--- src/rtl/waveshaper_gen_pkg.sv ---
`default_nettype none
// +--------------------------------------------------------------------+
// | waveshaper_gen_pkg                                                 |
// | Shared types and constants for the waveshaper and its noise LFSR.  |
// | Revision: 1.0                                                      |
// +--------------------------------------------------------------------+
package waveshaper_gen_pkg;

  typedef enum logic [2:0] {
    MODE_OFF      = 3'd0,
    MODE_SQUARE   = 3'd1,
    MODE_SAW_UP   = 3'd2,
    MODE_TRIANGLE = 3'd3,
    MODE_SAW_DOWN = 3'd4,
    MODE_NOISE    = 3'd5
  } mode_t;

  typedef enum logic [1:0] {
    IDLE = 2'd0,
    RUN  = 2'd1,
    PEND = 2'd2
  } fsm_t;

  // Right-shift Galois mask for taps 16,14,13,11
  localparam logic [15:0] LFSR_TAPS    = 16'hB400;
  localparam logic [15:0] DEFAULT_SEED = 16'hACE1;

  // Codes 6 and 7 behave exactly like off, so they are folded to off on entry
  function automatic mode_t norm_mode(input logic [2:0] m);
    return (m > 3'd5) ? MODE_OFF : mode_t'(m);
  endfunction

endpackage
`default_nettype wire

--- src/rtl/waveshaper_gen_lfsr.sv ---
`default_nettype none
// +--------------------------------------------------------------------+
// | wave_lfsr                                                          |
// | 16-bit Galois LFSR. next_state is the value the register takes on  |
// | an advance; reload together with advance yields the first step     |
// | from SEED in the same cycle.                                       |
// | Revision: 1.0                                                      |
// +--------------------------------------------------------------------+
module wave_lfsr
  import waveshaper_gen_pkg::*;
#(
  parameter logic [15:0] SEED = DEFAULT_SEED
) (
  input  logic        clk,
  input  logic        n_rst,
  input  logic        advance,
  input  logic        reload,
  output logic [15:0] next_state
);

  logic [15:0] state;
  logic [15:0] base;

  // One Galois step from either the current state or the seed
  always_comb begin
    base       = reload ? SEED : state;
    next_state = {1'b0, base[15:1]} ^ (base[0] ? LFSR_TAPS : 16'h0000);
  end

  // State register: advance wins, otherwise a bare reload restores the seed
  always_ff @(posedge clk or negedge n_rst) begin
    if (!n_rst) begin
      state <= SEED;
    end else if (advance) begin
      state <= next_state;
    end else if (reload) begin
      state <= SEED;
    end
  end

endmodule
`default_nettype wire

--- src/rtl/waveshaper_gen.sv ---
`default_nettype none
// +--------------------------------------------------------------------+
// | waveshaper_gen                                                     |
// | Two-stage phase-to-sample waveshaper with wrap-deferred mode and   |
// | duty changes. Optional WAVESHAPER_GEN_SIGNED_EN gives two's-       |
// | complement centred output (off stays a true zero).                 |
// | Revision: 1.0                                                      |
// +--------------------------------------------------------------------+
module waveshaper_gen
  import waveshaper_gen_pkg::*;
#(
  parameter int          W    = 8,
  parameter logic [15:0] SEED = DEFAULT_SEED
) (
  input  logic         clk,
  input  logic         n_rst,
  input  logic [W-1:0] phase_in,
  input  logic         phase_valid,
  input  logic [2:0]   mode,
  input  logic [W-1:0] duty,
  input  logic         mode_load,
  output logic [W-1:0] sample,
  output logic         sample_valid,
  output logic [2:0]   active_mode,
  output logic         wrap
);

  logic [W-1:0] p1, last_phase, duty_act, pend_duty, eff_duty, shaped, out_val;
  logic         v1, wrap1, apply, load_idle, load_pend, lfsr_adv, lfsr_reload;
  logic [15:0]  lfsr_next;
  mode_t        act_mode, pend_mode, eff_mode;
  fsm_t         state, state_nx;

  function automatic logic [W-1:0] shape(input mode_t m, input logic [W-1:0] p,
                                         input logic [W-1:0] d, input logic [15:0] nz);
    logic [W-1:0] fold;
    fold = p[W-1] ? ~p : p;
    case (m)
      MODE_SQUARE:   shape = (p >= d) ? '1 : '0;
      MODE_SAW_UP:   shape = p;
      MODE_TRIANGLE: shape = {fold[W-2:0], 1'b0};
      MODE_SAW_DOWN: shape = ~p;
      MODE_NOISE:    shape = nz[15 -: W];
      default:       shape = '0;
    endcase
  endfunction

  // S1: capture phase/valid and flag a period wrap against the last valid phase
  always_ff @(posedge clk or negedge n_rst) begin
    if (!n_rst) begin
      p1         <= '0;
      v1         <= 1'b0;
      wrap1      <= 1'b0;
      last_phase <= '0;
    end else begin
      p1    <= phase_in;
      v1    <= phase_valid;
      wrap1 <= phase_valid && (phase_in < last_phase);
      if (phase_valid) last_phase <= phase_in;
    end
  end

  // FSM next state plus the mode/duty that S2 uses this cycle
  always_comb begin
    state_nx  = state;
    apply     = 1'b0;
    load_idle = 1'b0;
    load_pend = 1'b0;
    eff_mode  = act_mode;
    eff_duty  = duty_act;
    case (state)
      IDLE: if (mode_load) begin
        load_idle = 1'b1;
        state_nx  = (norm_mode(mode) == MODE_OFF) ? IDLE : RUN;
      end
      RUN: if (mode_load) begin
        load_pend = 1'b1;
        state_nx  = PEND;
      end
      PEND: begin
        if (v1 && wrap1) begin
          // A load coinciding with the wrap bypasses the pending registers
          apply    = 1'b1;
          eff_mode = mode_load ? norm_mode(mode) : pend_mode;
          eff_duty = mode_load ? duty : pend_duty;
          state_nx = (eff_mode == MODE_OFF) ? IDLE : RUN;
        end else if (mode_load) begin
          load_pend = 1'b1;
        end
      end
      default: state_nx = IDLE;
    endcase
  end

  // FSM state register
  always_ff @(posedge clk or negedge n_rst) begin
    if (!n_rst) state <= IDLE;
    else        state <= state_nx;
  end

  // Active and pending mode/duty registers
  always_ff @(posedge clk or negedge n_rst) begin
    if (!n_rst) begin
      act_mode  <= MODE_OFF;
      duty_act  <= '0;
      pend_mode <= MODE_OFF;
      pend_duty <= '0;
    end else begin
      if (load_idle) begin
        act_mode <= norm_mode(mode);
        duty_act <= duty;
      end else if (apply) begin
        act_mode <= eff_mode;
        duty_act <= eff_duty;
      end
      if (load_pend) begin
        pend_mode <= norm_mode(mode);
        pend_duty <= duty;
      end else if (apply) begin
        pend_mode <= MODE_OFF;
        pend_duty <= '0;
      end
    end
  end

  // Noise source: reseeded on entry into noise, stepped once per noise sample
  always_comb begin
    lfsr_reload = (load_idle && norm_mode(mode) == MODE_NOISE) ||
                  (apply && eff_mode == MODE_NOISE && act_mode != MODE_NOISE);
    lfsr_adv    = v1 && (eff_mode == MODE_NOISE);
  end

  wave_lfsr #(.SEED(SEED)) u_lfsr (
    .clk        (clk),
    .n_rst      (n_rst),
    .advance    (lfsr_adv),
    .reload     (lfsr_reload),
    .next_state (lfsr_next)
  );

  // S2 combinational shaping and output formatting
  always_comb begin
    shaped = shape(eff_mode, p1, eff_duty, lfsr_next);
`ifdef WAVESHAPER_GEN_SIGNED_EN
    out_val = (eff_mode == MODE_OFF) ? '0 : (shaped ^ {1'b1, {(W-1){1'b0}}});
`else
    out_val = shaped;
`endif
  end

  // S2 output register: sample only moves on a valid
  always_ff @(posedge clk or negedge n_rst) begin
    if (!n_rst) begin
      sample       <= '0;
      sample_valid <= 1'b0;
      wrap         <= 1'b0;
    end else begin
      sample_valid <= v1;
      wrap         <= v1 && wrap1;
      if (v1) sample <= out_val;
    end
  end

  assign active_mode = act_mode;

endmodule
`default_nettype wire

--- config.mk ---
export PLATFORM = sky130hd
export DESIGN_NAME = waveshaper_gen
export DESIGN_NICKNAME = d
export VERILOG_FILES = /design/src/rtl/waveshaper_gen_pkg.sv /design/src/rtl/waveshaper_gen_lfsr.sv /design/src/rtl/waveshaper_gen.sv
export SDC_FILE = /design/constraint.sdc
export NUM_CORES = 1
export LEC_CHECK = 0
export ABC_AREA = 0
export ABC_CLOCK_PERIOD_IN_PS = 2800
export BUFFER_PORTS_ARGS = -buffer_cell sky130_fd_sc_hd__buf_2
export CAP_MARGIN = 15
export CORE_ASPECT_RATIO = 2
export CORE_UTILIZATION = 60
export CTS_CLUSTER_SIZE = 25
export DETAILED_ROUTE_END_ITERATION = 7
export PLACE_DENSITY = 0.8
export SYNTH_ARGS = -nofsm -noshare
export SYNTH_HDL_FRONTEND = slang
export SYNTH_SLANG_ARGS = --single-unit
--- constraint.sdc ---
create_clock -name clk -period 2.8 [get_ports clk]
set_input_delay 0.14 -clock clk [delete_from_list [all_inputs] [get_ports clk]]
set_output_delay 0.14 -clock clk [all_outputs]
set_load 0.05 [all_outputs]
==> metrics.json <==
{
  "grt": {
    "grt_antenna_before_repair": 0,
    "first_pass_grt_wire_length_mm": 15.9,
    "largest_net_degree_at_the_start_of_global_routing": 69,
    "grt_usage_pct": 31.9,
    "via_count_of_the_first_global_routing_pass": 3368,
    "grt_remaining_overflow": 0
  },
  "drt": {
    "detail_route.drc_violations": 0,
    "wl_per_cell_um": 17.5,
    "met2_wirelength_mm": 5.59,
    "detailedRoute.firstIterationViolations": 201,
    "wl_met1_mm": 3.50,
    "top_layer": "met4",
    "dr_wl_met3_um": 344,
    "route.detailed.vias_per_inst": 5.91,
    "count_of_antenna_violating_nets_left_after_detailed_routing": 0,
    "detail_route.first_pass.iterations": 4,
    "routed_wire_length_mm": 9.88,
    "detailroute.via_count": 3346
  },
  "critical_path": {
    "timing.critical_path.required_ns": 3.03,
    "worst_setup_path_end_kind": "flip-flop",
    "timing_worst_setup_path_type": "reg -> reg",
    "setup.reg_to_reg.worst_slack_ns": 0.20,
    "timing.critical_path.slowest_cell_delay_ns": 0.43,
    "crit_slowest_cell": "sky130_fd_sc_hd__dfrtp_1",
    "crit_path_start_kind": "flip-flop",
    "timing.critical_path.buf_inv": 1,
    "worst_ep_arrival_time_ns": 2.82,
    "cpLargestDelayFamily": "compound AO/OA/AOI/OAI gates",
    "critical-path-top-cell-by-count": "sky130_fd_sc_hd__ha_1",
    "critical_path.cell_chain": "inv_1, ha_1, and3_4, nor2_1, a21o_1, ha_1, nand2_1, o21ai_0, a21oi_1, o211ai_1, nand3_2, o221ai_1",
    "crit_path_max_fanout": 9
  },
  "clocking": {
    "cts.root.buffer_cell": "sky130_fd_sc_hd__clkbuf_16",
    "clock_path_buffers": 2,
    "cts_sinks": 68,
    "clock_tree_from_tritoncts": "built",
    "worst_skew_pair_latency_ns": 0.34,
    "cts_setup_buffers": 0,
    "clk_pin_slew_ns": 0.05,
    "cts_buffers": 9,
    "ctsHtreeMaxLevel": 3
  },
  "synthesis": {
    "seq_area_frac_synth_pct": 43.6,
    "synth.lib_cells_used.distinct": 59,
    "postSynthNetCount": 473,
    "avg_inst_size_synth_um2": 9.13,
    "ys_seq_elements": 68,
    "edff_count_synth": 0,
    "share_of_flip_flops_with_an_asynchronous_set_or_reset_after_synthesis_pct": 100,
    "netlist_area_mm2": 0.00393,
    "synthesis.instances": 430,
    "synth_top_flop_cell": "sky130_fd_sc_hd__dfrtp_1",
    "yosys_warnings": 0
  },
  "pwr": {
    "cellLeakagePower_nw": 2.21,
    "irDropWorstVdd_v": 0.000675,
    "power_density_mw_per_mm2": 1010
  },
  "job": {
    "cap_violations": 0
  },
  "timing": {
    "skew_ns": 0.00531,
    "relSlewSlack_pct": 50.7,
    "worst_slew_pin_slew_ns": 0.737,
    "tns_ns": 0,
    "fraction_of_the_cycle_the_final_worst_path_needs_pct": 92.8,
    "min_period_ns": 2.60,
    "setup_violations": 0,
    "grt_setup_unrepaired": "no",
    "maxClockFrequency_mhz": 385,
    "worst_hold_slack_ns": 0.0309,
    "drv_slew": 0,
    "hold_violations": 0
  },
  "floorplan": {
    "num_io_pins": 36,
    "placementRows": 41,
    "die_h_um": 116,
    "effective_utilization_at_floorplan_pct": 62.2,
    "chipWidth_um": 59.2,
    "core_mm2": 0.00631,
    "floorplan.die_area_mm2": 0.00689
  },
  "layout": {
    "diodes": 0,
    "layout.nets": 518,
    "area.growth.synth_to_final_pct": 17.6,
    "finish.utilization_pct": 73.2,
    "fillCellCount": 483,
    "drive_above_1_share_pct": 17.9
  },
  "placed_design": {
    "gpl.final_weighted_congestion": 0.926,
    "buffer_ports.inserted": 35,
    "place.detailed.hpwl_mm": 7.15
  },
  "min_path": {
    "hold_path_class": "in -> reg"
  },
  "status": {
    "outcome": "complete, no violations"
  }
}
worst paths after layout:
kind / to / start / cells after the start
hold / removal: pend_duty[7] / duty[7] / 3
max in group asynchronous: u_lfsr.state[5] / n_rst / 3
setup reg to reg: sample[0] / state[0] / 12
min in group asynchronous: p1[0] / n_rst / 3
setup / recovery: sample[0] / state[0] / 12
hold reg to reg: u_lfsr.state[7] / u_lfsr.state[8] / 1
cell families after synthesis:
kind of cell    share of synthesized area (%)
mux                                      3.38
fa+ha+maj                                6.37
buf+inv                                  5.38
xor+xnor                                 2.23
simple gates                             17.7
compound gates                           21.4
flops                                    43.6
worst register-to-register path, delay by kind of cell (launching register included):
family | cells | cell delay (ns)
AOI/OAI and AO/OA | 5 | 0.81
and+or+nand+nor | 4 | 0.62
buffers and inverters | 1 | 0.11
adders and majority gates | 2 | 0.52
DFF | 1 | 0.43
registers in the layout (all words and copies together) (netlist names):
| register | cells |
|---|---|
| sample_valid | 1 |
| pend_mode | 3 |
| wrap1 | 1 |
| u_lfsr.state | 16 |
| wrap | 1 |
| p1 | 8 |
| duty_act | 8 |
| active_mode | 3 |
| v1 | 1 |
| pend_duty | 8 |
| state | 2 |
| sample | 8 |
| last_phase | 8 |
per-layer routing:
| metal | track usage (%) | vias up |
|---|---|---|
| met2 | 57.4 | 91 |
| met5 | 0 | - |
| met3 | 5.32 | 36 |
| met1 | 31.3 | 1619 |
| li1 | - | 1600 |
| met4 | 23.3 | 0 |
through the flow:
stage          power (W)  setup slack (ns)  instance area, um2  cells
6_report         0.00467             0.203                4620    566
5_1_grt          0.00495            0.0192                4620    566
4_1_cts          0.00466            0.0911                4610    566
3_5_place_dp     0.00337             0.164                4190    541
3_3_place_gp     0.00329             0.270                4190    541
2_1_floorplan    0.00288             0.357                3930    430
report_power, final:
part	internal (W)	leakage [nW]	switching, W	total (W)
sequential	0.00133	0.829	0.000267	0.00160
clock	0.000866	0.163	0.000396	0.00126
combinational	0.000694	1.22	0.00111	0.00181
final cells by class:
| class | instances | area (um2) | share of cell area (%) |
|---|---|---|---|
| flip-flops and latches | 68 | 1710 | 37.1 |
| well taps | 86 | 108 | 2.33 |
| inverters | 30 | 113 | 2.44 |
| multi-input cells | 313 | 2010 | 43.5 |
| clock buffers | 11 | 233 | 5.04 |
| repair buffers | 53 | 345 | 7.48 |
| clock inverters | 5 | 100 | 2.17 |
Yosys cell counts, types with 4 or more instances:
library cell	number	area share, %
sky130_fd_sc_hd__dfrtp_1	60	38
sky130_fd_sc_hd__a211oi_1	4	0.76
sky130_fd_sc_hd__clkbuf_1	6	0.57
sky130_fd_sc_hd__nand3_1	21	2.7
sky130_fd_sc_hd__ha_1	20	6.4
sky130_fd_sc_hd__nor3_1	9	1.1
sky130_fd_sc_hd__mux2i_1	11	2.8
sky130_fd_sc_hd__nand2_1	48	4.6
sky130_fd_sc_hd__dfstp_2	8	5.4
sky130_fd_sc_hd__a21boi_0	4	0.76
sky130_fd_sc_hd__a21oi_1	20	2.5
sky130_fd_sc_hd__nor2b_1	5	0.80
sky130_fd_sc_hd__xnor2_1	9	2.0
sky130_fd_sc_hd__o2111ai_1	4	0.89
sky130_fd_sc_hd__a21o_1	11	2.1
sky130_fd_sc_hd__inv_1	29	2.8
sky130_fd_sc_hd__nor2_1	34	3.2
sky130_fd_sc_hd__nand2b_1	10	1.6
sky130_fd_sc_hd__o21a_1	4	0.76
sky130_fd_sc_hd__o21ai_0	36	4.6
sky130_fd_sc_hd__o22ai_1	5	0.80
sky130_fd_sc_hd__buf_2	6	0.76
cells in the final DEF (no fill, tap or decap), types with 10 or more instances in the layout:
master / n
sky130_fd_sc_hd__nand3_1: 21
sky130_fd_sc_hd__nor2_1: 34
sky130_fd_sc_hd__dfrtp_1: 60
sky130_fd_sc_hd__buf_2: 35
sky130_fd_sc_hd__inv_1: 29
sky130_fd_sc_hd__mux2i_1: 11
sky130_fd_sc_hd__ha_1: 20
sky130_fd_sc_hd__o21ai_0: 36
sky130_fd_sc_hd__nand2_1: 48
sky130_fd_sc_hd__a21o_1: 11
sky130_fd_sc_hd__a21oi_1: 20
sky130_fd_sc_hd__nand2b_1: 10
what timing repair did:
action	4_1_cts	5_1_grt
hold buffers	9	0
hold endpoints to repair	68	0
resized for setup	0	2
endpoints found under the setup margin	0	8
Note: power is estimated with default switching activity, not from simulation.
